===== src/rtl/segm_if.sv =====
// Display bus for the hex seven-segment driver: raw value bits in, segment/point/enable drives out.
`timescale 1ns/1ps
interface segm_if;
    logic a, b, c, d;
    logic A, B, C, D, E, F, G;
    logic Dp;
    logic digit;

    modport master (output a, b, c, d, input A, B, C, D, E, F, G, Dp, digit);
    modport slave  (input a, b, c, d, output A, B, C, D, E, F, G, Dp, digit);
endinterface


===== src/rtl/segm.sv =====
// Hex seven-segment driver: synchronizes the 4 raw value bits, decodes them and registers
// every display output so nothing combinational reaches the pins.
`timescale 1ns/1ps
module segm (
    input  logic   clk,
    input  logic   rst,
    segm_if.slave  bus
);
    logic [3:0] sync1_q, sync2_q;
    logic [6:0] seg_q, seg_d;
    logic       dp_q, dp_d;
    logic       digit_q;

    // Segment order in the vector is A (bit 6) down to G (bit 0); every code is a real glyph.
    always_comb begin
        case (sync2_q)
            4'h0: seg_d = 7'b1111110;
            4'h1: seg_d = 7'b0110000;
            4'h2: seg_d = 7'b1101101;
            4'h3: seg_d = 7'b1111001;
            4'h4: seg_d = 7'b0110011;
            4'h5: seg_d = 7'b1011011;
            4'h6: seg_d = 7'b1011111;
            4'h7: seg_d = 7'b1110000;
            4'h8: seg_d = 7'b1111111;
            4'h9: seg_d = 7'b1111011;
            4'hA: seg_d = 7'b1110111;
            4'hB: seg_d = 7'b0011111;
            4'hC: seg_d = 7'b1001110;
            4'hD: seg_d = 7'b0111101;
            4'hE: seg_d = 7'b1001111;
            4'hF: seg_d = 7'b1000111;
        endcase
        dp_d = (sync2_q > 4'd9);
    end

    // Reset blanks the display and flushes the synchronizer so stale values never reappear.
    always_ff @(posedge clk or posedge rst) begin
        if (rst) begin
            sync1_q <= 4'd0;
            sync2_q <= 4'd0;
            seg_q   <= 7'd0;
            dp_q    <= 1'b0;
            digit_q <= 1'b0;
        end else begin
            sync1_q <= {bus.a, bus.b, bus.c, bus.d};
            sync2_q <= sync1_q;
            seg_q   <= seg_d;
            dp_q    <= dp_d;
            digit_q <= 1'b1;
        end
    end

    assign bus.A     = seg_q[6];
    assign bus.B     = seg_q[5];
    assign bus.C     = seg_q[4];
    assign bus.D     = seg_q[3];
    assign bus.E     = seg_q[2];
    assign bus.F     = seg_q[1];
    assign bus.G     = seg_q[0];
    assign bus.Dp    = dp_q;
    assign bus.digit = digit_q;
endmodule


===== src/flat_wrapper.sv =====
// flat-port wrapper written by rule: the top's interface ports become plain ports
module segm_flat 
  (clk, rst, bus_a, bus_b, bus_c, bus_d, bus_A, bus_B, bus_C, bus_D, bus_E, bus_F, bus_G, bus_Dp, bus_digit);
  segm_if bus_i ();
  input  logic clk;
  input  logic rst;
  input wire logic [$bits(bus_i.a)-1:0] bus_a;
  input wire logic [$bits(bus_i.b)-1:0] bus_b;
  input wire logic [$bits(bus_i.c)-1:0] bus_c;
  input wire logic [$bits(bus_i.d)-1:0] bus_d;
  output wire logic [$bits(bus_i.A)-1:0] bus_A;
  output wire logic [$bits(bus_i.B)-1:0] bus_B;
  output wire logic [$bits(bus_i.C)-1:0] bus_C;
  output wire logic [$bits(bus_i.D)-1:0] bus_D;
  output wire logic [$bits(bus_i.E)-1:0] bus_E;
  output wire logic [$bits(bus_i.F)-1:0] bus_F;
  output wire logic [$bits(bus_i.G)-1:0] bus_G;
  output wire logic [$bits(bus_i.Dp)-1:0] bus_Dp;
  output wire logic [$bits(bus_i.digit)-1:0] bus_digit;
  assign bus_i.a = bus_a;
  assign bus_i.b = bus_b;
  assign bus_i.c = bus_c;
  assign bus_i.d = bus_d;
  assign bus_A = bus_i.A;
  assign bus_B = bus_i.B;
  assign bus_C = bus_i.C;
  assign bus_D = bus_i.D;
  assign bus_E = bus_i.E;
  assign bus_F = bus_i.F;
  assign bus_G = bus_i.G;
  assign bus_Dp = bus_i.Dp;
  assign bus_digit = bus_i.digit;
  segm u_core (.clk(clk), .rst(rst), .bus(bus_i));
endmodule

===== config.mk =====
export PLATFORM = sky130hd
export DESIGN_NAME = segm_flat
export DESIGN_NICKNAME = d
export VERILOG_FILES = /design/src/rtl/segm_if.sv /design/src/rtl/segm.sv /design/src/flat_wrapper.sv
export SDC_FILE = /design/constraint.sdc
export NUM_CORES = 1
export LEC_CHECK = 0
export CORE_AREA = 2 2 41 43
export DETAILED_ROUTE_END_ITERATION = 6
export DIE_AREA = 0 0 43 45
export PLACE_DENSITY = 0.77
export RECOVER_POWER = 50
export SYNTH_ARGS = -nofsm -noshare
export SYNTH_HDL_FRONTEND = slang
export SYNTH_SLANG_ARGS = --single-unit

===== constraint.sdc =====
create_clock -name clk -period 4.6 [get_ports clk]
set_clock_uncertainty 0.2 [all_clocks]
set_input_delay 0.46 -clock clk [delete_from_list [all_inputs] [get_ports clk]]
set_output_delay 0.46 -clock clk [all_outputs]
set_load 0.005 [all_outputs]

==> run_results.csv, run 1 <==
group,metric,value,unit
drt,drtIter0Drc,4,
finish,stdcell_count,86,
place,place_inst,82,
synth,synth-xor-area-share,0,%
global_route,antenna_found_initial,0,
power,comb_power_share,13.4,%
worst_setup_path,critPathBufInv,1,
worst_setup_path,cp.depth,1,
worst_setup_path,crit_fanout,1,
global_route,track_usage,13.2,%
global_route,grt_max_degree,18,
timing,rsz0062_at_grt,"no",
place,gp_congestion,0.751,
worst_setup_path,cp_slowest_stage_delay,500,ps
global_route,grt_pass1_vias,459,
clock_tree,cts_tree,"done",
floorplanning,ios,15,
power,power.clock.fraction,27.1,%
drt,wl_per_cell,11.7,um
place,dpl.hpwl,761,um
synth,synth_compound_area_share,7.06,%
power,internal_power,0.000216,W
worst_setup_path,critPathArrivalTime,1110,ps
synth,synthMuxAreaShare,10.5,%
run,maxCapViolCount,0,
worst_setup_path,critPathRequiredTime,3940,ps
timing,min_period,1770,ps
clock_tree,cts_setup_buffers,0,
timing,period_share,38.5,%
timing,fin_setup_tns,0,ps
synth,synth_top_family_by_area,"adder cells",
clock_tree,cts_sinks,17,
drt,route.vias.total,434,
power,switchingPower,0.0000620,W
power,finalPower,0.000278,W
clock_tree,path_clk_slew,90,ps
timing,setup_violations,0,
worst_setup_path,worstSetupPathType,"reg2out",
drt,ant_nets,0,
power,leakage,0.406,nW
synth,synth-simple-area-share,4.82,%
clock_tree,ctsResizeCount,0,
drt,wl,1010,um
worst_setup_path,cp_top_family,"buffers and inverters",
finish,drive_above_1_share,11.4,%
synth,synth_area_leaders,"dfrtp_1 59%, ha_1 12%, mux2_2 4.6%",
clock_tree,root_buffer,"clkbuf_4",
clock_tree,clk_latency,280,ps
worst_setup_path,crit_slowest_cell,"clkdlybuf4s50_1",
finish,area_delta_synth_final,23.1,%
synth,netlist_instances,54,
timing,setup_ws,2830,ps
min_path,hp-class,"reg2reg",
synth,synth-seq-area-share,58.5,%
floorplanning,die_area,1940,um2
power,seqPwrFrac,59.4,%
timing,fmax,564,MHz
power,powerDensity,311,nW/um2
timing,maxSlewHeadroom,59.8,%
drt,viasPerCell,5.05,
synth,synthAdderAreaFrac,12.0,%
clock_tree,cts_hold_buf,0,
finish,insertedDiodeCount,0,
clock_tree,cts_inserted_buffers,3,
worst_setup_path,cp_cell_sequence,"clkdlybuf4s50_1",
min_path,holdPathStages,0,
worst_setup_path,end_kind,"output port",
global_route,grt_pass1_wl,1860,um
finish,layout.nets,84,
drt,drc,0,
worst_setup_path,rr_worst_depth,4,
timing,maxSlewViolCount,0,
worst_setup_path,cp-start-kind,"flip-flop",
synth,syn_area,727,um2
synth,ys_types,19,
outcome,status,"finished, final reports clean",
power,peakVddDrop,0.210,mV
timing,hold_viol,0,
floorplanning,coreArea,1470,um2
place,numPortBuffers,14,
synth,synth_top_cell_area_share,58.5,%
floorplanning,die_w,43,um
floorplanning,start_util,49.4,%
timing,tightest_slew,602,ps
synth,synth.avg_cell_area,13.5,um2
synth,synth_top_area_cell,"dfrtp_1",
place,pre_cts_slack,2950,ps
floorplanning,rows,14,
power,switching_share,22.3,%
global_route,gr-total-overflow,0,
drt,dr.pass1.iters,2,
synth,synth.ff_latch_count,17,
synth,syn_nets,67,
floorplanning,die_height,45,um
clock_tree,cts_htree_levels,1,
clock_tree,cts_buffer_depth,2,
synth,yosys_warnings,0,
==> synth_stat cells (all sizes together) <==
master and instances:
dfrtp 17, ha 7, inv 7, mux2 3, nand2b 3, nor2 3
a21oi 2, buf 2, mux2i 2, a22oi 1, a2bb2oi 1, a31o 1
a32oi 1, conb 1, mux4 1, nor3 1, o21a 1
==> layer usage <==
layer  GRT usage (%)  up-vias  share of wire [%]  routed length, um
met5               0        -                  0                  0
met4            9.09        0                1.7                 17
met3            2.80        2                5.3                 54
met2            23.0       12                 51                516
met1            14.6      212                 42                422
li1                -      208                  -                  -
==> flip-flops by register name (all words and copies together), names as in the netlist <==
name              cells
u_core.bus.Dp         1
u_core.bus.digit      1
u_core.seg_q          7
u_core.sync1_q        4
u_core.sync2_q        4
==> stage by stage <==
| stage | utilization (%) | area (um2) | hold WS [ps] |
|---|---|---|---|
| after floorplan | - | 727 | 131 |
| after global placement | 59.0 | 868 | 132 |
| after detailed placement | 59.0 | 868 | 143 |
| after CTS | 60.8 | 895 | 164 |
| after global routing | 60.8 | 895 | 169 |
| final | 60.8 | 895 | 161 |
==> path summary, 6_finish.rpt <==
path	startpoint	slack (ps)	endpoint
worst max register to register	u_core.sync2_q[1]	2930	u_core.seg_q[3]
min in group asynchronous	rst	470	u_core.bus.digit
worst min register to register	u_core.sync1_q[3]	160	u_core.sync2_q[3]
worst max-delay path	u_core.bus.digit	2830	bus_digit
max in group asynchronous	rst	3330	u_core.seg_q[4]
worst min-delay path	u_core.sync1_q[3]	160	u_core.sync2_q[3]
==> cell usage in the layout, fill, tap and decap left out, drive strengths merged <==
| cell | Yosys | layout |
|---|---|---|
| a21oi | 2 | 2 |
| nor3 | 1 | 1 |
| mux2i | 2 | 2 |
| a2bb2oi | 1 | 1 |
| a22oi | 1 | 1 |
| dlygate4sd3 | 0 | 5 |
| a31o | 1 | 1 |
| o21a | 1 | 1 |
| a32oi | 1 | 1 |
| mux2 | 3 | 3 |
| ha | 7 | 7 |
| mux4 | 1 | 1 |
| clkdlybuf4s50 | 0 | 9 |
| clkbuf | 0 | 4 |
| nand2b | 3 | 3 |
| dfrtp | 17 | 17 |
| conb | 1 | 1 |
| nor2 | 3 | 3 |
| inv | 7 | 7 |
==> cells by family after synthesis <==
| logic type | after synthesis |
|---|---|
| other | 1 |
| and+or+nand+nor | 7 |
| muxes | 6 |
| adders and majority gates | 7 |
| buffers and inverters | 9 |
| AOI/OAI and AO/OA | 7 |
| DFF | 17 |
==> power groups by stage <==
stage | Sequential, W | Combinational [W] | Clock (W)
after detailed placement | 0.000169 | 0.0000386 | 0
after global placement | 0.000168 | 0.0000382 | 0
after global routing | 0.000166 | 0.0000424 | 0.0000845
final | 0.000165 | 0.0000373 | 0.0000754
after CTS | 0.000165 | 0.0000389 | 0.0000800
after floorplan | 0.000166 | 0.0000214 | 0
==> final cells by class <==
type,count,area (um2)
Clock buffer,4,26.3
Fill cell,127,577
Inverter,7,28.8
Multi-Input combinational cell,28,254
Sequential cell,17,425
Tap cell,16,20.0
Timing Repair Buffer,14,140
Power figures use the tool's default switching activity.
==> run 2, diff against run 1 <==
--- a/config.mk
+++ b/config.mk
@@ -5,10 +5,10 @@
 export SDC_FILE = /design/constraint.sdc
 export NUM_CORES = 1
 export LEC_CHECK = 0
-export CORE_AREA = 2 2 41 43
+export CORE_AREA = 2 2 45 47
 export DETAILED_ROUTE_END_ITERATION = 6
-export DIE_AREA = 0 0 43 45
-export PLACE_DENSITY = 0.77
+export DIE_AREA = 0 0 47 49
+export PLACE_DENSITY = 0.68
 export RECOVER_POWER = 50
 export SYNTH_ARGS = -nofsm -noshare
 export SYNTH_HDL_FRONTEND = slang
==> constraint.sdc (replaced) <==
create_clock -name clk -period 1.6 [get_ports clk]
set_clock_uncertainty 0.2 [all_clocks]
set_input_delay 0.16 -clock clk [delete_from_list [all_inputs] [get_ports clk]]
set_output_delay 0.16 -clock clk [all_outputs]
set_load 0.005 [all_outputs]
==> run 2 against run 1 <==
- hold slack lost 3.1 ps
- register-to-register slack worse by 2900 ps
- largest power group unchanged
- highest routed layer is now met3
- combinational power rose to 3.5 times the previous value
- critical path depth increased by 3
- final cell count rose by 22%
- clock power rose to 3.1 times the previous value
==> run_results.csv, run 2 (synthesis results as in run 1) <==
group,metric,value,unit
finish,final_cell_mix,"17 x dfrtp_1, 9 x clkdlybuf4s50_1, 6 x ha_1, 6 x dlygate4sd3_1, 6 x buf_4",
drt,route.vias.total,464,
finish,layout.nets,92,
worst_setup_path,critPathArrivalTime,1520,ps
finish,drive_above_1_share,24.4,%
timing,period_share,96.1,%
min_path,hp-class,"reg2reg",
finish,largest-register,"u_core.seg_q",
finish,fin_util,53.3,%
floorplanning,die_w,47,um
finish,area_delta_synth_final,35.1,%
clock_tree,clk_latency,290,ps
global_route,gr-total-overflow,0,
worst_setup_path,cp-start-kind,"flip-flop",
clock_tree,cts_tree,"done",
finish,n_fill_cell,180,
drt,dr.pass1.iters,2,
finish,mostFrequentLayoutCell,"dfrtp_1",
floorplanning,coreArea,1840,um2
clock_tree,cts_htree_levels,1,
finish,top_regs,"u_core.seg_q x7, u_core.sync1_q x4, u_core.sync2_q x4",
worst_setup_path,end_kind,"flip-flop",
place,gp_congestion,0.770,
power,seqPwrFrac,56.3,%
floorplanning,start_util,39.5,%
floorplanning,rows,16,
clock_tree,cts_buffer_depth,2,
finish,largest_register_ff_count,7,
power,peakVddDrop,0.466,mV
place,place_inst,98,
outcome,status,"finished, final reports clean",
power,powerDensity,852,nW/um2
worst_setup_path,critPathRequiredTime,1580,ps
finish,stdcell_count,105,
drt,drtIter0Drc,6,
drt,drc,0,
power,internal_power,0.000631,W
global_route,antenna_found_initial,0,
clock_tree,root_buffer,"clkbuf_4",
place,pre_cts_slack,45.3,ps
worst_setup_path,rrSetupSlack,60,ps
worst_setup_path,crit_fanout,4,
timing,min_period,1540,ps
drt,wl,1110,um
power,power.clock.fraction,28.2,%
drt,wl_per_cell,10.5,um
timing,setup_ws,61.8,ps
finish,insertedDiodeCount,0,
clock_tree,cts_sinks,17,
floorplanning,die_height,49,um
clock_tree,path_clk_slew,100,ps
global_route,grt_pass1_wl,1870,um
drt,ant_nets,0,
power,comb_power_share,15.5,%
worst_setup_path,worstSetupPathType,"reg2reg",
global_route,track_usage,11.5,%
timing,hold_viol,0,
power,switchingPower,0.000206,W
power,leakage,0.444,nW
clock_tree,cts_inserted_buffers,3,
drt,viasPerCell,4.42,
floorplanning,die_area,2300,um2
power,switching_share,24.6,%
place,numPortBuffers,14,
timing,maxSlewViolCount,0,
timing,setup_violations,0,
global_route,grt_max_degree,18,
global_route,grt_pass1_vias,467,
run,maxCapViolCount,0,
floorplanning,ios,15,
timing,fmax,650,MHz
-- run 2: changes by cell type in the layout (fill, tap and decap cells not counted) --
cell / before / now
inv_2: 0 / 2
buf_4: 0 / 6
inv_1: 6 / 4
clkbuf_2: 0 / 1
ha_4: 0 / 1
clkbuf_1: 1 / 0
ha_1: 7 / 6
clkinv_2: 0 / 1
dlygate4sd3_1: 5 / 6
-- run 2: worst max-delay path: stages (launching register included) --
cell     delay, ps
dfrtp_1        420
inv_2          110
ha_1           190
inv_1           60
mux4_2         450
-- run 2: power by group through the flow --
stage | Combinational, W | Sequential, W | Clock, W
finish | 0.000130 | 0.000471 | 0.000236
global route | 0.000144 | 0.000475 | 0.000260
CTS | 0.000127 | 0.000472 | 0.000249
detailed placement | 0.000125 | 0.000480 | 0
global placement | 0.000123 | 0.000479 | 0
floorplan | 0.0000615 | 0.000478 | 0
-- run 2: final cells by class --
type	instances	area [um2]	share of cell area, %
multi-input cells	28	267	27.1
repair buffers	22	200	20.4
clock inverters	1	5.00	0.510
well taps	27	33.8	3.44
clock buffers	3	22.5	2.29
inverters	7	28.8	2.93
flip-flops and latches	17	425	43.3
-- run 2: path summary, 6_finish.rpt --
path,end,startpoint,depth (start not counted)
worst max-delay path,u_core.seg_q[3],u_core.sync2_q[0],4
worst min-delay path,u_core.sync2_q[2],u_core.sync1_q[2],0
worst max register to register,u_core.seg_q[3],u_core.sync2_q[0],4
worst min register to register,u_core.sync2_q[2],u_core.sync1_q[2],0
max in group asynchronous,u_core.seg_q[5],rst,4
min in group asynchronous,u_core.sync1_q[1],rst,4
-- run 2: timing repair --
item	4_1_cts	5_1_grt
hold endpoints to repair	17	0
setup endpoints to repair	0	2
hold buffers	1	0
buffers inserted	0	2
resized for setup	0	3
-- run 2: stage by stage --
step	area [um2]	power (W)	hold WS, ps	TNS, ps
CTS	957	0.000848	76.9	0
floorplan	727	0.000540	-114	0
global route	982	0.000880	173	-26.4
detailed placement	920	0.000605	135	0
finish	982	0.000837	157	0
global placement	920	0.000602	132	0
-- run 2: per-layer routing --
layer	share of wire, %	routed length, um	vias to the layer above	global-route usage [%]
met1	42	459	225	12.7
met2	53	590	13	18.3
met3	5.1	56	0	3.70
met4	0	0	0	6.94
li1	-	-	226	-
met5	0	0	-	0
==> run 3, diff against run 2 <==
--- a/config.mk
+++ b/config.mk
@@ -5,10 +5,12 @@
 export SDC_FILE = /design/constraint.sdc
 export NUM_CORES = 1
 export LEC_CHECK = 0
-export CORE_AREA = 2 2 45 47
+export CELL_PAD_IN_SITES_DETAIL_PLACEMENT = 0
+export CELL_PAD_IN_SITES_GLOBAL_PLACEMENT = 1
+export CORE_AREA = 2 2 46 48
 export DETAILED_ROUTE_END_ITERATION = 6
-export DIE_AREA = 0 0 47 49
-export PLACE_DENSITY = 0.68
+export DIE_AREA = 0 0 48 50
+export PLACE_DENSITY_LB_ADDON = 0.1
 export RECOVER_POWER = 50
 export SYNTH_ARGS = -nofsm -noshare
 export SYNTH_HDL_FRONTEND = slang
==> constraint.sdc (replaced) <==
create_clock -name clk -period 1.8 [get_ports clk]
set_clock_uncertainty 0.2 [all_clocks]
set_input_delay 0.18 -clock clk [delete_from_list [all_inputs] [get_ports clk]]
set_output_delay 0.18 -clock clk [all_outputs]
set_load 0.005 [all_outputs]
==> run 3 against run 2 <==
- total power fell by 13%
- register-to-register slack better by 70 ps
- sequential share of layout area is 2.3 points higher
- die area increased by 4.2%
- count of clock-buffer cells in the layout unchanged
- wire length shrank 2.1%
- setup slack improved by 72 ps
- flip-flop and latch count stayed put
- critical path depth is the same
- critical endpoint unchanged
==> run_results.csv, run 3 (synthesis results as in run 1) <==
group,metric,value,unit
place,dpl.hpwl,779,um
finish,n_fill_cell,184,
clock_tree,cts_inserted_buffers,3,
power,peakVddDrop,0.481,mV
timing,min_period,1670,ps
floorplanning,die_w,48,um
clock_tree,cts_tree,"done",
global_route,gr-total-overflow,0,
finish,final_cell_mix,"17 x dfrtp_1, 9 x clkdlybuf4s50_1, 7 x ha_1",
drt,route.vias.total,429,
place,placed_cell_area,897,um2
drt,ant_nets,0,
finish,mostFrequentLayoutCell,"dfrtp_1",
place,numPortBuffers,14,
timing,fmax,600,MHz
clock_tree,cts_buffer_depth,2,
floorplanning,coreArea,1900,um2
timing,fin_hold_ws,151,ps
finish,top_regs,"u_core.seg_q x7, u_core.sync1_q x4, u_core.sync2_q x4",
power,leakage,0.422,nW
timing,period_share,92.6,%
drt,drc,0,
timing,fin_setup_tns,0,ps
worst_setup_path,cp-start-kind,"flip-flop",
clock_tree,ctsResizeCount,0,
finish,stdcell_count,100,
floorplanning,die_area,2400,um2
timing,hold_viol,0,
drt,dr.pass1.iters,4,
worst_setup_path,end_kind,"flip-flop",
clock_tree,cts_htree_levels,1,
floorplanning,die_height,50,um
place,gp_congestion,0.715,
global_route,grt_max_degree,18,
worst_setup_path,critPathRequiredTime,1770,ps
clock_tree,path_clk_slew,100,ps
global_route,grt_pass1_vias,492,
floorplanning,start_util,38.2,%
clock_tree,cts_sinks,17,
drt,wl_per_cell,10.8,um
drt,drtIter0Drc,5,
min_path,hp-class,"reg2reg",
clock_tree,cts_setup_buffers,0,
clock_tree,root_buffer,"clkbuf_4",
worst_setup_path,critPathArrivalTime,1630,ps
global_route,grt_pass1_wl,1980,um
timing,rsz0062_at_grt,"no",
place,place_inst,95,
global_route,antenna_found_initial,0,
finish,largest_register_ff_count,7,
global_route,track_usage,11.8,%
drt,wl,1080,um
power,powerDensity,778,nW/um2
floorplanning,ios,15,
finish,drive_above_1_share,15.1,%
clock_tree,clk_latency,290,ps
outcome,status,"finished, final reports clean",
floorplanning,rows,16,
worst_setup_path,crit_fanout,5,
run,maxCapViolCount,0,
finish,multi_input_area,254,um2
finish,insertedDiodeCount,0,
timing,setup_violations,0,
finish,largest-register,"u_core.seg_q",
finish,fin_area,932,um2
worst_setup_path,worstSetupPathType,"reg2reg",
drt,viasPerCell,4.29,
power,finalPower,0.000725,W
finish,area_delta_synth_final,28.2,%
timing,maxSlewViolCount,0,
finish,regArea,425,um2
finish,layout.nets,87,
[run 3: timing repair]
| action | CTS | global route |
|---|---|---|
| hold endpoints to repair | 10 | 0 |
| setup endpoints to repair | 0 | 0 |
| hold buffers | 1 | 0 |
[run 3: power breakdown]
part / leakage [nW] / total (W) / internal, W / switching, W
logic: 0.213 / 0.000103 / 0.0000631 / 0.0000400
registers: 0.191 / 0.000420 / 0.000406 / 0.0000133
clock network: 0.0177 / 0.000203 / 0.0000827 / 0.000120
[run 3: cell type report]
type,count,area share [%]
clock buffers,3,2.42
repair buffers,17,17.4
multi-input cells,28,27.2
flip-flops and latches,17,45.6
well taps,27,3.62
inverters,7,3.09
clock inverters,1,0.537
[run 3: worst paths after layout]
kind                              startpoint                end  slack (ps)  depth (start not counted)
max                        u_core.sync2_q[1]    u_core.seg_q[3]         130                          4
min                        u_core.sync1_q[0]  u_core.sync2_q[0]         150                          0
max reg2reg                u_core.sync2_q[1]    u_core.seg_q[3]         130                          4
min reg2reg                u_core.sync1_q[0]  u_core.sync2_q[0]         150                          0
max in group asynchronous                rst    u_core.seg_q[2]         370                          4
min in group asynchronous                rst  u_core.sync2_q[3]         750                          4
[run 3: stage by stage]
stage,setup WS (ps),util (%)
detailed placement,134,47.2
finish,134,49.0
floorplan,269,-
global placement,197,47.2
global route,52.0,49.0
CTS,115,49.1
[run 3: layer usage]
| layer | global-route usage, % | share of wire, % | vias up |
|---|---|---|---|
| li1 | - | - | 211 |
| met1 | 12.7 | 39 | 199 |
| met5 | 0 | 0 | - |
| met3 | 3.30 | 5.5 | 2 |
| met2 | 20.0 | 54 | 17 |
| met4 | 5.86 | 1.3 | 0 |
[run 3: worst max-delay path, stage by stage (launching register included)]
cell     delay, ps
dfrtp_1        420
inv_1          150
ha_1           260
inv_1           60
mux4_2         450
